File: config.mk
export PLATFORM = sky130hd
export DESIGN_NAME = cla4_reg
export DESIGN_NICKNAME = d
export VERILOG_FILES = /design/src/rtl/cla_pkg.sv /design/src/rtl/lcu.sv /design/src/rtl/spg.sv /design/src/rtl/cla4_reg.sv
export SDC_FILE = /design/constraint.sdc
export NUM_CORES = 1
export LEC_CHECK = 0
export CAP_MARGIN = 20
export CORE_AREA = 5 5 42 44
export CTS_BUF_LIST = sky130_fd_sc_hd__clkbuf_4 sky130_fd_sc_hd__clkbuf_8 sky130_fd_sc_hd__clkbuf_16
export CTS_CLUSTER_DIAMETER = 80
export CTS_CLUSTER_SIZE = 8
export DETAILED_ROUTE_END_ITERATION = 8
export DIE_AREA = 0 0 47 49
export PLACE_DENSITY_LB_ADDON = 0.05
export SYNTH_ARGS = -nofsm -noshare
export SYNTH_HDL_FRONTEND = slang
export SYNTH_SLANG_ARGS = --single-unit
File: constraint.sdc
create_clock -name clk -period 0.8 [get_ports clk]
set_clock_uncertainty 0.15 [all_clocks]
set_input_delay 0.16 -clock clk [delete_from_list [all_inputs] [get_ports clk]]
set_output_delay 0.16 -clock clk [all_outputs]
set_load 0.01 [all_outputs]
File: src/rtl/cla_pkg.sv
// Shared constants and a reference helper for the carry-lookahead adder slices.
package cla_pkg;

    localparam int CLA_WIDTH = 4;

    // Expected {cOut, s} for a 4-bit slice; used by benches, not by the datapath.
    function automatic logic [CLA_WIDTH:0] cla_ref(
        input logic [CLA_WIDTH-1:0] a,
        input logic [CLA_WIDTH-1:0] b,
        input logic                 cIn
    );
        return {1'b0, a} + {1'b0, b} + {{CLA_WIDTH{1'b0}}, cIn};
    endfunction

endpackage

File: src/rtl/lcu.sv
// 4-bit lookahead carry unit; flattened sum-of-products carries, reusable one level up.
module lcu (
    output logic       pg,
    output logic       gg,
    output logic       cOut,
    output logic [3:1] c,
    input  logic [3:0] p,
    input  logic [3:0] g,
    input  logic       cIn
);

    assign c[1] = g[0] | (p[0] & cIn);
    assign c[2] = g[1] | (p[1] & g[0]) | (p[1] & p[0] & cIn);
    assign c[3] = g[2] | (p[2] & g[1]) | (p[2] & p[1] & g[0]) | (p[2] & p[1] & p[0] & cIn);

    // Group terms exclude cIn so a parent lcu can combine slices in parallel.
    assign pg   = p[3] & p[2] & p[1] & p[0];
    assign gg   = g[3] | (p[3] & g[2]) | (p[3] & p[2] & g[1]) | (p[3] & p[2] & p[1] & g[0]);
    assign cOut = gg | (pg & cIn);

endmodule

File: src/rtl/spg.sv
// Single-bit sum / propagate / generate cell.
module spg (
    output logic s,
    output logic p,
    output logic g,
    input  logic a,
    input  logic b,
    input  logic c
);

    assign p = a ^ b;
    assign g = a & b;
    assign s = p ^ c;

endmodule

File: src/rtl/cla4_reg.sv
// 4-bit carry-lookahead adder slice with optional output register stage.
module cla4_reg
    import cla_pkg::*;
#(
    parameter bit REG_OUT = 1'b1
) (
    input  logic                 clk,
    input  logic                 reset_n,
    input  logic                 inValid,
    input  logic [CLA_WIDTH-1:0] a,
    input  logic [CLA_WIDTH-1:0] b,
    input  logic                 cIn,
    output logic                 outValid,
    output logic [CLA_WIDTH-1:0] s,
    output logic                 cOut,
    output logic                 pg,
    output logic                 gg
);

    logic [CLA_WIDTH-1:0] pBit;
    logic [CLA_WIDTH-1:0] gBit;
    logic [CLA_WIDTH-1:0] cBit;
    logic [CLA_WIDTH-1:0] sComb;
    logic                 cOutComb;
    logic                 pgComb;
    logic                 ggComb;

    assign cBit[0] = cIn;

    for (genvar i = 0; i < CLA_WIDTH; i++) begin : gSpg
        spg uSpg (
            .s (sComb[i]),
            .p (pBit[i]),
            .g (gBit[i]),
            .a (a[i]),
            .b (b[i]),
            .c (cBit[i])
        );
    end

    lcu uLcu (
        .pg   (pgComb),
        .gg   (ggComb),
        .cOut (cOutComb),
        .c    (cBit[3:1]),
        .p    (pBit),
        .g    (gBit),
        .cIn  (cIn)
    );

    if (REG_OUT) begin : gReg
        logic                 validQ;
        logic [CLA_WIDTH-1:0] sQ;
        logic                 cOutQ;
        logic                 pgQ;
        logic                 ggQ;

        // Data loads every cycle; only validQ qualifies it downstream.
        always_ff @(posedge clk or negedge reset_n) begin
            if (!reset_n) begin
                validQ <= 1'b0;
                sQ     <= '0;
                cOutQ  <= 1'b0;
                pgQ    <= 1'b0;
                ggQ    <= 1'b0;
            end else begin
                validQ <= inValid;
                sQ     <= sComb;
                cOutQ  <= cOutComb;
                pgQ    <= pgComb;
                ggQ    <= ggComb;
            end
        end

        assign outValid = validQ;
        assign s        = sQ;
        assign cOut     = cOutQ;
        assign pg       = pgQ;
        assign gg       = ggQ;
    end else begin : gComb
        assign outValid = inValid;
        assign s        = sComb;
        assign cOut     = cOutComb;
        assign pg       = pgComb;
        assign gg       = ggComb;
    end

endmodule

* After elaboration in Yosys (flattened, before gate mapping)
Index checks and enable logic that the tools add are counted. Widths: inputs -> output; s select.
Cells by class: $add $sub $neg 0, multipliers 0, div/mod/pow operators 0, order comparisons 0, equality and inequality tests 0, shift operators 0, mux-type cells 0, bitwise logic cells 38, reduce and logical (&&, ||, !) cells 0
Operators with widths (number):
- $and 1x1->1 | 20
- $or 1x1->1 | 10
- $xor 1x1->1 | 8
Word-level totals: flip-flop bits (word level) 8, bits in latches 0, RAM bits 0, bits in read-only memories 0, logic and storage cells 43, memories 0

* Longest topological paths before layout
word-level depth 6, gate-level depth with buffers 4, mapped depth without buffers 4

* Cells and area by module
Synthesis repeated with hierarchy kept, for this count alone.
Unflattened totals: cells, all modules 30, area total of the unflattened synthesis 360.3 µm²
By module, submodules not included:
- cla4_reg | times used 1, cells an instance 8, area each 200.2 µm², sequential area each 200.2 µm²
- spg | times used 4, cells an instance 2, area each 21.3 µm², sequential area each 0.0 µm²
- lcu | times used 1, cells an instance 14, area each 75.1 µm², sequential area each 0.0 µm²

* Least setup slack after synthesis
No wires, ideal clock.
kind input to register, from input a[2], to register gReg.cOutQ, in the netlist cOut, library setup time 0.118 ns, arrival 0.943 ns, data required time 0.532 ns, setup slack -0.411 ns, stages on the path 4, buffers on the path 0, path through ha_1 > a21oi_2 > nand3_2 > a21o_1
On the way: word-level cells in the longest chain between the ends 6
RTL lines:
- from (decl) | RTL line cla4_reg.sv:10 | input logic [CLA_WIDTH-1:0] a,
- $and 1x1->1 or $xor 1x1->1 (tied branches) | RTL line spg.sv:12, spg.sv:11
- $and 1x1->1, on equally long branches | RTL line lcu.sv:18, lcu.sv:17
- $or 1x1->1 (tied with other cells) (2 in a row) | RTL line lcu.sv:18 | assign gg = g[3] | (p[3] & g[2]) | (p[3] & p[2] & g[1]) | (p[3] & p[2] & p[1] & g[0]);
- $or 1x1->1 or $and 1x1->1 (tied branches) | RTL line lcu.sv:18, lcu.sv:19
- $or 1x1->1 (*) | RTL line lcu.sv:19 | assign cOut = gg | (pg & cIn);
- via cOutComb | RTL line cla4_reg.sv:24 | logic cOutComb;
- to (signal assigned) | RTL line cla4_reg.sv:69 | cOutQ <= cOutComb;
- to (decl) | RTL line cla4_reg.sv:54 | logic cOutQ;
The timed path passes the listed nets; every way through them passes the cells marked *.

* Final worst setup path
from register gReg.validQ, in the netlist outValid, to output outValid
RTL lines:
- from (decl) | RTL line cla4_reg.sv:52 | logic validQ;
- from (signal assigned) | RTL line cla4_reg.sv:67 | validQ <= inValid;
- to (decl) | RTL line cla4_reg.sv:13 | output logic outValid,
No word-level cell between the ends.

==> metrics.cfg <==
[sta]
fin_crit_ns = 1.04
worstMarginPinSlew_ns = 0.117
setup_viol = 14
slew_violations = 0
max_freq_mhz = 962
finalHoldViolations = 0
fin_crit_sh_pct = 130
rsz0062_at_grt = yes
final.setup.worst_slack_ns = -0.239
slew_headroom_pct = 92.1

[grt]
grt_max_degree = 9
grt_usage_pct = 8.33
grt_pass1_wl_um = 1390
grt.overflow.total = 0
grt_pass1_vias = 364
antenna_found_initial = 0

[setup_path]
critPathMaxFanout = 1
cp_top_family = flip-flops
worstPathRequired_ns = 0.49
cp_data_arrival_time_ns = 0.73
criticalPathCategory = flip-flop to output pin
cpPeakStageDelay_ns = 0.35
cp_num_buf_inv = 1
crit_cells = 1
path_cells = buf_2
cp-start-kind = flip-flop
cp_slowest_cell = dfrtp_1
cp-end-kind = output pin

[outcome]
violations = setup timing
outcome = finished with violations

[cts]
cts.sinks = 8
cts_htree_levels = 1
cts_tree = done
clk_path_buf_depth = 2
cts_root_buf = clkbuf_4
path_clk_slew_ns = 0.05
numCtsBuffers = 3

[route]
vias = 328
final_antenna_net_count = 0
viasPerCell = 4.43
dr.pass1.iters = 3
drc = 0
wirelength_um = 840
drt_iter0_markers = 2
wl_per_cell_um = 11.4

[synthesis]
ys_seq_elements = 8
ys_seq_area_share_pct = 51.8
postSynthAreaPerCell_um2 = 12.9
syn_nets = 47
synthCells = 30
yosysWarnings = 0
netlist_area_um2 = 387
yosysUniqueCellTypes = 13

[placement]
dpl_worst_slack_ns = -0.845
io_buffers = 19
place_congestion = 0.754
dpl.hpwl_um = 692
placed_cells = 70

[floorplan]
dieHeight_um = 49
die_w_um = 47
die_area_um2 = 2300
rows = 14
boundaryPins = 20
core_um2 = 1400
start_util_pct = 27.6

[layout]
instances_no_fill = 74
synthToLayoutAreaGrowth_pct = 83.8
diodes = 0
final_nets = 77
drive_above_1_share_pct = 65.5

[power]
p_seq_share_pct = 41.5
power_frac_comb_pct = 33.8
p_total_mw = 1.13
power.density_nw_per_um2 = 1600
p_switching_mw = 0.287
power.leakage_nw = 0.350
ir_drop_mv = 0.583
netSwitchingFraction_pct = 25.3
p_int_mw = 0.848
pwr-share-clk_pct = 24.7

[run]
cap_violations = 0

[hold_path]
min_path_type = input pin to async pin

## metrics by stage
stage / util (%) / hold WS (ns) / TNS (ns) / cell area, µm²
6_report: 50.7 / 0.0485 / -2.35 / 711
5_1_grt: 50.7 / 0.0605 / -2.70 / 711
4_1_cts: 50.3 / 0.0434 / -2.53 / 704
3_5_place_dp: 49.6 / 0.294 / -8.08 / 694
3_3_place_gp: 49.6 / 0.297 / -7.93 / 694
2_1_floorplan: - / -0.286 / -1.29 / 447
## routing by layer
layer  GRT usage (%)  up-vias  wire, µm  share of wire (%)
met1            9.34      153       316                 38
met4            5.53        0         0                  0
met3            2.58        0       111                 13
li1                -      160         -                  -
met5               0        -         0                  0
met2            12.9       15       411                 49
## cell usage in the layout (no fill, tap or decap)
master           count
buf_2               10
a21o_1               3
ha_4                 4
nand3_2              2
a21oi_4              1
buf_6                6
fa_2                 1
inv_8                1
clkdlybuf4s50_1      2
xor2_1               1
buf_8                2
xnor2_1              2
a21oi_2              1
nand2_1              1
inv_1                2
dfrtp_1              8
and4_4               1
nand4_1              1
clkbuf_4             3
buf_4                5
inv_4                1
## Yosys cell counts (all sizes together)
cell type | instances | area share, %
xor2 | 1 | 2.3
inv | 4 | 3.9
a21oi | 2 | 4.5
nand3 | 2 | 3.9
and4 | 1 | 2.6
nand2 | 1 | 0.97
nand4 | 1 | 1.6
a21o | 3 | 5.8
fa | 1 | 5.2
dfrtp | 8 | 52
xnor2 | 2 | 4.5
ha | 4 | 13
## layout make-up
type,count,area (µm²)
fill,133,691
multi-input combinational,18,238
timing repair buffer,25,205
sequential,8,200
inverter,4,25.0
clock buffer,3,22.5
tap,16,20.0
## repair_timing
item,4_1_cts,5_1_grt
hold buffers,0,0
hold endpoints to repair,0,0
pin swaps,11,8
setup buffers,1,0
endpoints found under the setup margin,15,14
resized for setup,83,1
## state kept, by name (all words and copies together), names as in the netlist
name      cells
outValid      1
gg            1
cOut          1
s             4
pg            1
## path summary, 6_finish.rpt
kind | slack [ns] | endpoint | from
setup / recovery | -0.24 | outValid | outValid
hold / removal | 0.05 | s[2] | reset_n
max in group asynchronous | 0.33 | s[3] | reset_n
min in group clk | 0.11 | gg | a[3]
## power groups by stage
stage          registers [mW]  clock network [mW]  logic [mW]
2_1_floorplan           0.512                   0       0.138
3_3_place_gp            0.478                   0       0.400
3_5_place_dp            0.481                   0       0.406
4_1_cts                 0.472               0.294       0.384
5_1_grt                 0.478               0.297       0.420
6_report                0.471               0.281       0.384
## cell families after synthesis
kind of cell,Yosys count,share of synthesized area [%]
xor gates and xnor gates,3,6.80
buffers and inverters,4,3.88
DFF,8,51.8
AOI/OAI and AO/OA,5,10.4
adders and majority gates,5,18.1
and+or+nand+nor,5,9.06
No activity file was read; power rests on OpenSTA's default activity.
